## config.mk

```make
export PLATFORM = sky130hd
export DESIGN_NAME = vga_draw_arbiter
export DESIGN_NICKNAME = d
export VERILOG_FILES = /design/src/rtl/draw_pkg.sv /design/src/rtl/rr_pick.sv /design/src/rtl/vga_draw_arbiter.sv
export SDC_FILE = /design/constraint.sdc
export NUM_CORES = 1
export LEC_CHECK = 0
export ABC_AREA = 1
export CELL_PAD_IN_SITES_DETAIL_PLACEMENT = 1
export CELL_PAD_IN_SITES_GLOBAL_PLACEMENT = 2
export CORE_AREA = 2 2 112 114
export CTS_BUF_LIST = sky130_fd_sc_hd__clkbuf_16
export CTS_CLUSTER_DIAMETER = 60
export CTS_CLUSTER_SIZE = 25
export DETAILED_ROUTE_END_ITERATION = 6
export DIE_AREA = 0 0 114 116
export GPL_TIMING_DRIVEN = 0
export PLACE_DENSITY_LB_ADDON = 0.1
export SYNTH_ARGS = -nofsm -noshare
export SYNTH_HDL_FRONTEND = slang
export SYNTH_SLANG_ARGS = --single-unit
```

## constraint.sdc

```tcl
create_clock -name clk -period 1.79 [get_ports clk]
set_input_delay 0.537 -clock clk [delete_from_list [all_inputs] [get_ports clk]]
set_output_delay 0.537 -clock clk [all_outputs]
set_load 0.05 [all_outputs]
```

## src/rtl/draw_pkg.sv

```systemverilog
// Shared draw-path definitions: pixel bus widths, requester ids,
// arbiter state encoding and an index-width helper.
package draw_pkg;

    localparam int X_W = 8;
    localparam int Y_W = 7;
    localparam int C_W = 3;

    localparam int REQ_PADDLE = 0;
    localparam int REQ_BALL   = 1;
    localparam int REQ_BRICK  = 2;

    typedef enum logic [1:0] {
        ST_IDLE = 2'd0,
        ST_OWN  = 2'd1,
        ST_GAP  = 2'd2
    } arb_state_e;

    // Index width for n entries, never below one bit.
    function automatic int idx_w(input int n);
        return (n > 1) ? $clog2(n) : 1;
    endfunction

endpackage

```

## src/rtl/rr_pick.sv

```systemverilog
// Round-robin picker: first set bit of eligible, scanning upward
// from ptr and wrapping at N-1 back to 0.
module rr_pick
    import draw_pkg::*;
#(
    parameter int N = 3,
    parameter int W = idx_w(N)
) (
    input  logic [N-1:0] eligible,
    input  logic [W-1:0] ptr,
    output logic         valid,
    output logic [W-1:0] idx
);

    int j;

    // Walk offsets from far to near so the nearest hit is written last.
    always_comb begin
        valid = 1'b0;
        idx   = '0;
        j     = 0;
        for (int k = N - 1; k >= 0; k--) begin
            j = int'(ptr) + k;
            if (j >= N) j = j - N;
            if (eligible[j]) begin
                valid = 1'b1;
                idx   = W'(j);
            end
        end
    end

endmodule

```

## src/rtl/vga_draw_arbiter.sv

```systemverilog
// Round-robin owner of the single VGA pixel-write port shared by
// the paddle, ball and brick draw controllers, with hold timeout.
module vga_draw_arbiter #(
    parameter int N_REQ    = 3,
    parameter int X_W      = draw_pkg::X_W,
    parameter int Y_W      = draw_pkg::Y_W,
    parameter int C_W      = draw_pkg::C_W,
    parameter int HOLD_MAX = 4096
) (
    input  logic               clk,
    input  logic               resetn,
    input  logic [N_REQ-1:0]     req,
    input  logic [N_REQ*X_W-1:0] x_in,
    input  logic [N_REQ*Y_W-1:0] y_in,
    input  logic [N_REQ*C_W-1:0] color_in,
    input  logic [N_REQ-1:0]     plot_in,
    output logic [N_REQ-1:0]     grant,
    output logic [X_W-1:0]       x,
    output logic [Y_W-1:0]       y,
    output logic [C_W-1:0]       colour,
    output logic                 plot,
    output logic                 busy,
    output logic                 timeout
);

    import draw_pkg::*;

    localparam int PW = idx_w(N_REQ);
    localparam int HW = $clog2(HOLD_MAX);
    localparam logic [PW-1:0] PTR_LAST  = PW'(N_REQ - 1);
    localparam logic [HW-1:0] HOLD_LAST = HW'(HOLD_MAX - 1);

    arb_state_e     state_q, state_d;
    logic [PW-1:0]  owner_q, owner_d;
    logic [PW-1:0]  rr_ptr_q, rr_ptr_d;
    logic [HW-1:0]  hold_q, hold_d;
    logic [N_REQ-1:0] lockout_q, lockout_d;
    logic [X_W-1:0] x_q, x_d;
    logic [Y_W-1:0] y_q, y_d;
    logic [C_W-1:0] colour_q, colour_d;
    logic           plot_q, plot_d;
    logic           timeout_q, timeout_d;

    logic [N_REQ-1:0] eligible;
    logic [N_REQ-1:0] owner_oh;
    logic             pick_valid;
    logic [PW-1:0]    pick_idx;
    logic             owner_req;
    logic [PW-1:0]    next_ptr;
    logic [X_W-1:0]   sel_x;
    logic [Y_W-1:0]   sel_y;
    logic [C_W-1:0]   sel_c;
    logic             sel_plot;

    assign eligible = req & ~lockout_q;

    rr_pick #(
        .N (N_REQ),
        .W (PW)
    ) u_pick (
        .eligible (eligible),
        .ptr      (rr_ptr_q),
        .valid    (pick_valid),
        .idx      (pick_idx)
    );

    // Decode the current owner and select its slice of the pixel buses.
    always_comb begin
        owner_oh = '0;
        sel_x    = '0;
        sel_y    = '0;
        sel_c    = '0;
        sel_plot = 1'b0;
        for (int i = 0; i < N_REQ; i++) begin
            if (owner_q == PW'(i)) begin
                owner_oh[i] = 1'b1;
                sel_x       = x_in[i*X_W +: X_W];
                sel_y       = y_in[i*Y_W +: Y_W];
                sel_c       = color_in[i*C_W +: C_W];
                sel_plot    = plot_in[i];
            end
        end
    end

    assign owner_req = |(req & owner_oh);
    assign next_ptr  = (owner_q == PTR_LAST) ? '0 : owner_q + 1'b1;

    // Next-state logic: grant, pass pixels, release or revoke.
    always_comb begin
        state_d   = state_q;
        owner_d   = owner_q;
        rr_ptr_d  = rr_ptr_q;
        hold_d    = hold_q;
        lockout_d = lockout_q & req;
        x_d       = x_q;
        y_d       = y_q;
        colour_d  = colour_q;
        plot_d    = 1'b0;
        timeout_d = 1'b0;
        unique case (state_q)
            ST_IDLE: begin
                if (pick_valid) begin
                    state_d = ST_OWN;
                    owner_d = pick_idx;
                    hold_d  = '0;
                end
            end
            ST_OWN: begin
                if (!owner_req) begin
                    state_d  = ST_GAP;
                    rr_ptr_d = next_ptr;
                end else if (hold_q == HOLD_LAST) begin
                    state_d   = ST_GAP;
                    rr_ptr_d  = next_ptr;
                    timeout_d = 1'b1;
                    lockout_d = lockout_d | owner_oh;
                end else begin
                    x_d      = sel_x;
                    y_d      = sel_y;
                    colour_d = sel_c;
                    plot_d   = sel_plot;
                    hold_d   = hold_q + 1'b1;
                end
            end
            ST_GAP: begin
                state_d = ST_IDLE;
            end
            default: begin
                state_d = ST_IDLE;
            end
        endcase
    end

    // State and output registers, cleared asynchronously.
    always_ff @(posedge clk or negedge resetn) begin
        if (!resetn) begin
            state_q   <= ST_IDLE;
            owner_q   <= '0;
            rr_ptr_q  <= '0;
            hold_q    <= '0;
            lockout_q <= '0;
            x_q       <= '0;
            y_q       <= '0;
            colour_q  <= '0;
            plot_q    <= 1'b0;
            timeout_q <= 1'b0;
        end else begin
            state_q   <= state_d;
            owner_q   <= owner_d;
            rr_ptr_q  <= rr_ptr_d;
            hold_q    <= hold_d;
            lockout_q <= lockout_d;
            x_q       <= x_d;
            y_q       <= y_d;
            colour_q  <= colour_d;
            plot_q    <= plot_d;
            timeout_q <= timeout_d;
        end
    end

    assign grant   = (state_q == ST_OWN) ? owner_oh : '0;
    assign busy    = (state_q == ST_OWN);
    assign x       = x_q;
    assign y       = y_q;
    assign colour  = colour_q;
    assign plot    = plot_q;
    assign timeout = timeout_q;

endmodule

```

==> impl_results.rst, run 1 <==
.. list-table::
   :header-rows: 1

   * - Metric
     - Value
   * - Outcome
     - complete, but fails checks
   * - Violated checks
     - setup timing
   * - Slew @ Worst Pin
     - 555 ps
   * - Placement-stage worst setup slack
     - -643 ps
   * - Clock-pin slew on the worst setup and hold paths
     - 60 ps
   * - Total power draw
     - 6310 uW
   * - Count of clock tree sinks
     - 41
   * - Full die area
     - 13,200 um2
   * - Most numerous cell types in the synthesized netlist
     - sky130_fd_sc_hd__nand2_1, sky130_fd_sc_hd__nand3_1, sky130_fd_sc_hd__dfrtp_1
   * - Core Util, Final
     - 0.332
   * - # diodes
     - 0
   * - Number of synthesis warnings
     - 0
   * - Final setup violation count
     - 3
   * - Remaining max-slew budget at the tightest pin
     - 0.630
   * - Number of flip-flops and latches in the synthesized netlist
     - 41
   * - Most frequently used flop master after synthesis
     - sky130_fd_sc_hd__dfrtp_1
   * - Count of TritonRoute iterations in the first routing pass
     - 4
   * - Last weighted congestion value of the routability-driven placer
     - 0.796
   * - Worst setup skew after layout
     - between 5 and 6 ps
   * - Syn Inst Count
     - 372
   * - Port bufs
     - 85
   * - Vias in the first global route
     - 2,882
   * - TritonCTS clock tree
     - done
   * - Mean Syn Cell Area
     - 6.69 um2
   * - Met3 global-route usage
     - 0.0481
   * - Fraction of final layout cells with drive strength greater than 1
     - 0.158
   * - Worst path arrival time
     - between 1000 and 1500 ps
   * - Number of placed I/O pins
     - 86
   * - Most used standard cell by instance count after synthesis
     - sky130_fd_sc_hd__nand2_1
   * - Post-synthesis net count
     - 438
   * - Post-synthesis sequential area ratio
     - 0.412
   * - Total clock buffers created by CTS
     - 5
   * - Final Hold Fails
     - 0
   * - Effective utilization at floorplan
     - 0.209
   * - Post-route ant nets
     - 0
   * - Min Tclk post-route
     - 2030 ps
   * - Number of nets in the layout
     - 547
   * - Post-synth EDFFs
     - 0
   * - Type of the worst setup path
     - flip-flop to primary output
   * - Cell types occupying the most area after synthesis
     - sky130_fd_sc_hd__dfrtp_1, sky130_fd_sc_hd__nand2_1, sky130_fd_sc_hd__nand3_1
   * - Max-slew violation count
     - 0
   * - Width of the die
     - 114 um
   * - Wire length of the first global-routing pass
     - roughly 15,000 um
   * - Die Ht
     - 116 um
   * - Average via count per standard cell
     - 4.35
   * - Core Rows
     - 40
   * - Cell type with the largest total area after synthesis
     - sky130_fd_sc_hd__dfrtp_1
   * - H-Tree Level Count
     - 2
   * - Final routed wirelength across all metal layers
     - 9050 um
   * - DPL Wire Length
     - 6730 um
   * - Required time of the critical path
     - about 1300 ps
   * - Worst Hold Slack
     - 152 ps
   * - Ratio of final minimum period to clock period
     - 1.13
   * - Total of hold buffers inserted after clock tree synthesis
     - 0
   * - Area growth from synthesis to final layout
     - 58.9%
   * - Clock network latency to the later pin of the worst-skew pair
     - 290 ps
   * - Worst-path maximum fanout
     - 4
   * - Global-route usage over all layers
     - 0.144
   * - Number of antenna violations at the first check in global routing
     - 0
   * - Worst path setup slack after routing
     - -235 ps
   * - Hold/Removal Path Class
     - input pin to async pin
   * - Max clock buf depth
     - 2
   * - Core Area
     - 11,900 um2
   * - Global routing met1 resource utilization
     - 0.176
   * - Maximum capacitance violations
     - 0
   * - Number of distinct library cells after synthesis
     - 27
   * - Via count
     - 2,736
   * - Final routed wire length divided by cell count
     - 14.4 um
   * - Starting DRT DRC Count
     - between 60 and 70
   * - Total global routing overflow
     - 0
   * - Share of synthesized registers carrying an async set or reset
     - 1.00
   * - Highest ir drop seen on vdd
     - 474 uV
   * - Total power divided by cell area
     - 1600 nW/um2
   * - Count of unresolved DRC violations after routing
     - 0
   * - Share of Yosys cell area claimed by the top area cell type
     - 0.412
   * - Busiest grt layer
     - met2
   * - Root Buffer
     - sky130_fd_sc_hd__clkbuf_16
   * - Startpoint type of the worst setup path
     - flip-flop
   * - Fmax achieved
     - 494 MHz
   * - Lkg Pwr
     - roughly 0.0019 uW
   * - Largest net degree at the start of global routing
     - 30
   * - Setup repair after global routing missed its margin
     - true
   * - Post-synthesis instance area
     - between 2000 and 2500 um2
   * - Endpoint type of the worst setup path
     - primary output
   * - Met2 Use GR
     - 0.237
[final cells by class]
cell class | count | area [um2]
Inverter | 29 | 118
Fill cell | 1480 | 7960
Buffer | 12 | 90.1
Tap cell | 147 | 184
Sequential cell | 41 | 1030
Multi-Input combinational cell | 290 | 1420
Clock inverter | 3 | 11.3
Clock buffer | 5 | 125
Timing Repair Buffer | 102 | 976
[repair_timing]
action / CTS / global route
gates cloned: 0 / 1
setup endpoints to repair: 59 / 43
buffers inserted: 3 / 12
pin swaps: 1 / 12
gates resized for setup: 56 / 40
[state kept, by name (all words and copies together), names as in the netlist, 2 cells and up]
signal,count
colour,3
hold_q,12
lockout_q,3
owner_q,2
rr_ptr_q,2
state_q,2
x,8
y,7
[final timing paths]
check / from / end / slack, ps / cells past startpoint
worst max-delay path: state_q[1] / grant[1] / -240 / 4
worst min-delay path: resetn / lockout_q[1] / 150 / 1
worst max register to register: rr_ptr_q[1] / hold_q[5] / 110 / 10
worst min register to register: colour[1] / colour[1] / 470 / 2
max in group asynchronous: resetn / rr_ptr_q[1] / 1140 / 2
min in group clk: colour[1] / colour[1] / 470 / 2
[routing by layer]
metal	share of wire	routed length, um
met5	0	0
met4	0.017	155
met3	0.070	636
met2	0.46	4120
met1	0.46	4140
[critical path, stage by stage, from the launching register on]
cell                         delay, ps
sky130_fd_sc_hd__dfrtp_1           410
sky130_fd_sc_hd__nor2_4            180
sky130_fd_sc_hd__clkinvlp_4        180
sky130_fd_sc_hd__nor3_4            240
sky130_fd_sc_hd__buf_6             180
[cells in the final DEF, fill, tap and decap left out, types with 5 or more instances in the layout]
master,instances
sky130_fd_sc_hd__clkdlybuf4s50_1,57
sky130_fd_sc_hd__o21ai_0,5
sky130_fd_sc_hd__nor2_1,12
sky130_fd_sc_hd__nand3_2,6
sky130_fd_sc_hd__dfrtp_1,39
sky130_fd_sc_hd__nor2_2,6
sky130_fd_sc_hd__inv_1,24
sky130_fd_sc_hd__buf_4,18
sky130_fd_sc_hd__clkbuf_16,6
sky130_fd_sc_hd__buf_6,6
sky130_fd_sc_hd__dlygate4sd2_1,22
sky130_fd_sc_hd__inv_2,5
sky130_fd_sc_hd__nand2_1,174
sky130_fd_sc_hd__nand2_2,5
sky130_fd_sc_hd__nand3_1,49
[cell families after synthesis]
kind of cell,share of synthesized area
and+or+nand+nor,0.457
adders and majority gates,0.0201
buffers and inverters,0.0729
xor gates and xnor gates,0.0106
AOI/OAI and AO/OA,0.0276
DFF,0.412
[through the flow]
stage / TNS [ps] / instance area [um2] / std cells
floorplan: -762 / 2520 / 372
detailed placement: -16370 / 3570 / 605
finish: -606 / 3960 / 629
global route: -851 / 3960 / 629
CTS: -1440 / 3740 / 616
global placement: -67840 / 3550 / 604
[power by group]
group | switching (uW) | internal [uW]
registers | 190 | 1210
logic | 2540 | 1470
clock network | 401 | 503
total | 3130 | 3180
No activity file was read; power rests on OpenSTA's default activity.
==> run 2: changes to the inputs <==
--- a/config.mk
+++ b/config.mk
@@ -5,15 +5,14 @@
 export SDC_FILE = /design/constraint.sdc
 export NUM_CORES = 1
 export LEC_CHECK = 0
-export ABC_AREA = 1
 export CELL_PAD_IN_SITES_DETAIL_PLACEMENT = 1
 export CELL_PAD_IN_SITES_GLOBAL_PLACEMENT = 2
-export CORE_AREA = 2 2 112 114
+export CORE_AREA = 2 2 106 108
 export CTS_BUF_LIST = sky130_fd_sc_hd__clkbuf_16
 export CTS_CLUSTER_DIAMETER = 60
 export CTS_CLUSTER_SIZE = 25
 export DETAILED_ROUTE_END_ITERATION = 6
-export DIE_AREA = 0 0 114 116
+export DIE_AREA = 0 0 108 110
 export GPL_TIMING_DRIVEN = 0
 export PLACE_DENSITY_LB_ADDON = 0.1
 export SYNTH_ARGS = -nofsm -noshare
==> impl_results.rst, run 2 <==
.. list-table::
   :header-rows: 1

   * - Metric
     - Value
   * - Count of unresolved DRC violations after routing
     - 0 (unchanged)
   * - Delay of the slowest cell on the worst path
     - 390 ps (-20 ps)
   * - Final setup violation count
     - 14 (+11)
   * - Post-synth EDFFs
     - 0 (unchanged)
   * - Final routed wirelength across all metal layers
     - 8300 um (-8.3%)
   * - Total of hold buffers inserted after clock tree synthesis
     - 0 (unchanged)
   * - Post-synthesis net count
     - 336 (-23%)
   * - Switching power
     - 3200 uW (+2.2%)
   * - Starting DRT DRC Count
     - 56 (-18%)
   * - TritonCTS clock tree
     - done
   * - Maximum capacitance violations
     - 0 (unchanged)
   * - Hold/Removal Path Class
     - input pin to async pin
   * - Number of flip-flops and latches in the synthesized netlist
     - 41 (unchanged)
   * - Max-slew violation count
     - 0 (unchanged)
   * - Total clock buffers created by CTS
     - 5 (unchanged)
   * - Share of Yosys cell area claimed by the top area cell type
     - 0.424 (+0.0122)
   * - FF/Latch Area
     - 1030 um2 (-0.24%)
   * - Number of flip-flops in the largest register
     - 12 (unchanged)
   * - Placed Cells
     - 496 (-18%)
   * - Number of synthesis warnings
     - 0 (unchanged)
   * - Most used standard cell by instance count after synthesis
     - sky130_fd_sc_hd__dfrtp_1
   * - Final Hold Fails
     - 0 (unchanged)
   * - Slew @ Worst Pin
     - 521 ps (-33.7 ps)
   * - Total power divided by cell area
     - 1680 nW/um2 (+5.4%)
   * - Fill cell total of the finished layout
     - 1,231 (-17%)
   * - Combinational share of power
     - 0.649 (+0.013)
   * - Lkg Pwr
     - 0.00182 uW (-6.3%)
   * - Share of synthesized registers carrying an async set or reset
     - 1.00 (unchanged)
   * - Post-synthesis sequential area ratio
     - 0.424 (+0.0122)
   * - Number of nets in the layout
     - 457 (-16%)
   * - Average via count per standard cell
     - 4.49 (+3.2%)
   * - Outcome
     - complete, but fails checks
   * - Mean Syn Cell Area
     - 8.96 um2 (+34%)
   * - Finished Layout Cells
     - 532 (-15%)
   * - Core Area
     - 10,700 um2 (-10%)
   * - Vias in the first global route
     - 2,548 (-12%)
   * - Last weighted congestion value of the routability-driven placer
     - 0.717 (-9.8%)
   * - Most numerous cell types in the synthesized netlist
     - sky130_fd_sc_hd__dfrtp_1, sky130_fd_sc_hd__nand2_1, sky130_fd_sc_hd__nor2_1
   * - Total global routing overflow
     - 0 (unchanged)
   * - R2R depth
     - 7 (-3)
   * - H-Tree Level Count
     - 2 (unchanged)
   * - Violated checks
     - setup timing
   * - Clock network latency to the later pin of the worst-skew pair
     - 280 ps (about the same)
   * - Setup repair after global routing missed its margin
     - true
   * - Placed standard-cell area
     - 3520 um2 (-1.5%)
   * - Share of total power in sequential cells
     - 0.202 (-0.019)
   * - Number of placed I/O pins
     - 86 (unchanged)
   * - Post-synthesis instance area
     - 2420 um2 (-2.9%)
   * - Root Buffer
     - sky130_fd_sc_hd__clkbuf_16
   * - Core Rows
     - 38 (-5.0%)
   * - Most frequently used flop master after synthesis
     - sky130_fd_sc_hd__dfrtp_1
   * - Startpoint type of the worst setup path
     - flip-flop
   * - Worst setup skew after layout
     - 5.81 ps (+0.461 ps)
   * - Count of clock tree sinks
     - 41 (unchanged)
   * - Full die area
     - 11,900 um2 (-10%)
   * - Number of distinct library cells after synthesis
     - 49 (+81%)
   * - Remaining max-slew budget at the tightest pin
     - 0.650 (+0.0198)
   * - Max clock buf depth
     - 2 (unchanged)
   * - Sum of buffers and inverters on the critical path
     - 1 (-1)
   * - Fraction of final layout cells with drive strength greater than 1
     - 0.250 (+0.0923)
   * - Area used by multi-input combinational logic
     - 1510 um2 (+5.9%)
   * - Commonest non-fill, non-tap cell in the layout
     - sky130_fd_sc_hd__clkdlybuf4s50_1
   * - Port bufs
     - 85 (unchanged)
   * - Final routed wire length divided by cell count
     - 15.6 um (+8.4%)
   * - Kind of cell adding the most delay to the critical path
     - compound AO/OA/AOI/OAI gates
   * - Cell-internal power
     - 3740 uW (+18%)
   * - Via count
     - 2,389 (-13%)
   * - Required time of the critical path
     - 1950 ps (+700 ps)
   * - Effective utilization at floorplan
     - 0.226 (+0.0170)
   * - Endpoint type of the worst setup path
     - flip-flop
   * - Min Tclk post-route
     - 1920 ps (-103 ps)
   * - Highest ir drop seen on vdd
     - 592 uV (+25%)
   * - Type of the worst setup path
     - flip-flop to flip-flop
   * - Count of TritonRoute iterations in the first routing pass
     - 4 (unchanged)
   * - Global-route usage over all layers
     - 0.144 (about the same)
   * - Switching share of power
     - 0.461 (-0.0353)
   * - Worst Hold Slack
     - 221 ps (+69.9 ps)
   * - Cell types occupying the most area after synthesis
     - sky130_fd_sc_hd__dfrtp_1, sky130_fd_sc_hd__mux2i_1, sky130_fd_sc_hd__o21ai_0
   * - Cell type with the largest total area after synthesis
     - sky130_fd_sc_hd__dfrtp_1
   * - Worst-path maximum fanout
     - 4 (unchanged)
   * - Instance count on the critical path
     - 7 (+3)
   * - Cell at the slowest stage of the critical path
     - sky130_fd_sc_hd__dfrtp_1
   * - Largest reg by FF count
     - hold_q
   * - Commonest cells after routing, fill and taps aside
     - sky130_fd_sc_hd__clkdlybuf4s50_1, sky130_fd_sc_hd__dfrtp_1, sky130_fd_sc_hd__nand2_1, sky130_fd_sc_hd__nor2_1, sky130_fd_sc_hd__buf_4
   * - Number of antenna violations at the first check in global routing
     - 0 (unchanged)
   * - Fmax achieved
     - 520 MHz (+5.4%)
   * - Worst path arrival time
     - 2090 ps (+600 ps)
   * - Clock-pin slew on the worst setup and hold paths
     - 70 ps (about the same)
   * - Clock power share
     - 0.149 (+0.006)
   * - Final Instance Area
     - 4130 um2 (+4.4%)
   * - Worst path setup slack after routing
     - -132 ps (+103 ps)
   * - Critical path, cell by cell
     - buf_6 > ha_4 > nor2b_4 > o311ai_2 > o31a_1 > and2_4 > mux2_4
   * - Die Ht
     - 110 um (-5.2%)
   * - Largest net degree at the start of global routing
     - 23 (-23%)
   * - Syn Inst Count
     - 270 (-27%)
   * - Width of the die
     - 108 um (-5.3%)
   * - Post-route ant nets
     - 0 (unchanged)
   * - DPL Wire Length
     - 5890 um (-12%)
   * - # diodes
     - 0 (unchanged)
   * - Area growth from synthesis to final layout
     - 70.8%
   * - Wire length of the first global-routing pass
     - 13,200 um (-9.5%)
   * - Ratio of final minimum period to clock period
     - 1.07 (-0.0578)
-- run 2: cell types whose count changed after synthesis, moves of 3 or more --
cell / delta
sky130_fd_sc_hd__nand2_1: -147
sky130_fd_sc_hd__nand3_1: -50
sky130_fd_sc_hd__mux2i_1: +22
sky130_fd_sc_hd__a21oi_1: +21
sky130_fd_sc_hd__inv_1: -20
sky130_fd_sc_hd__o21ai_0: +20
sky130_fd_sc_hd__nor2_1: +12
sky130_fd_sc_hd__nand2b_1: +7
sky130_fd_sc_hd__and3_1: +6
sky130_fd_sc_hd__nor2b_1: +5
sky130_fd_sc_hd__nor2_2: -4
sky130_fd_sc_hd__a31oi_2: +3
sky130_fd_sc_hd__and2_1: +3
-- run 2: stage by stage --
step	worst slack, ps	total power (uW)	TNS (ps)	utilization
6_report	-132	6940	-989	0.386
5_1_grt	-221	7460	-2530	0.386
2_1_floorplan	-139	3960	-847	-
3_5_place_dp	-776	5160	-24270	0.329
4_1_cts	-183	6760	-1390	0.373
3_3_place_gp	-1150	5150	-71660	0.327
-- run 2: worst paths after layout --
check	startpoint	endpoint	slack [ps]
worst max-delay path	rr_ptr_q[0]	owner_q[0]	-130
worst min-delay path	resetn	hold_q[7]	220
worst max register to register	rr_ptr_q[0]	owner_q[0]	-130
worst min register to register	x[2]	x[2]	480
max in group asynchronous	resetn	x[4]	1060
min in group clk	x[2]	x[2]	480
-- run 2: routing by layer --
metal / global-route usage / routed length (um) / share of wire / vias up
li1: - / - / - / 1190
met1: 0.174 / 3590 / 0.43 / 1134
met5: 0 / 0 / 0 / -
met2: 0.252 / 4070 / 0.49 / 63
met4: 0.0256 / 34 / 0.0041 / 0
met3: 0.0470 / 602 / 0.073 / 2
-- run 2: cell families (layout without fill, tap and decap cells) --
family,after synthesis,after routing,share of synthesized area
adders and majority gates,4,4,0.0207
AOI/OAI and AO/OA,71,71,0.180
DFF,41,41,0.424
and+or+nand+nor,107,107,0.222
buffers and inverters,23,145,0.0522
muxes,24,24,0.100
-- run 2: layout make-up --
class,instances,area share
flip-flops and latches,41,0.248
clock inverters,3,0.0100
multi-input cells,206,0.365
plain buffers,13,0.0294
repair buffers,117,0.265
well taps,140,0.0424
inverters,7,0.00909
clock buffers,5,0.0303
-- run 2: power groups by stage --
stage / Combinational [uW] / Clock [uW] / Sequential (uW)
final: 4510 / 1040 / 1400
after global routing: 4890 / 1110 / 1460
after CTS: 4280 / 1070 / 1400
after detailed placement: 3730 / 0 / 1430
after global placement: 3720 / 0 / 1420
after floorplan: 1900 / 0 / 2060
-- run 2: repair_timing --
| action | 4_1_cts | 5_1_grt |
|---|---|---|
| buffers inserted | 24 | 6 |
| setup endpoints to repair | 63 | 33 |
| gates cloned | 0 | 1 |
| pin swaps | 10 | 9 |
| gates resized for setup | 93 | 26 |
==> run 3: changes to the inputs <==
--- a/config.mk
+++ b/config.mk
@@ -5,6 +5,7 @@
 export SDC_FILE = /design/constraint.sdc
 export NUM_CORES = 1
 export LEC_CHECK = 0
+export CAP_MARGIN = 15
 export CELL_PAD_IN_SITES_DETAIL_PLACEMENT = 1
 export CELL_PAD_IN_SITES_GLOBAL_PLACEMENT = 2
 export CORE_AREA = 2 2 106 108
==> results of run 3 <==
No change in the layout: final DEF, timing and power equal those of run 2.
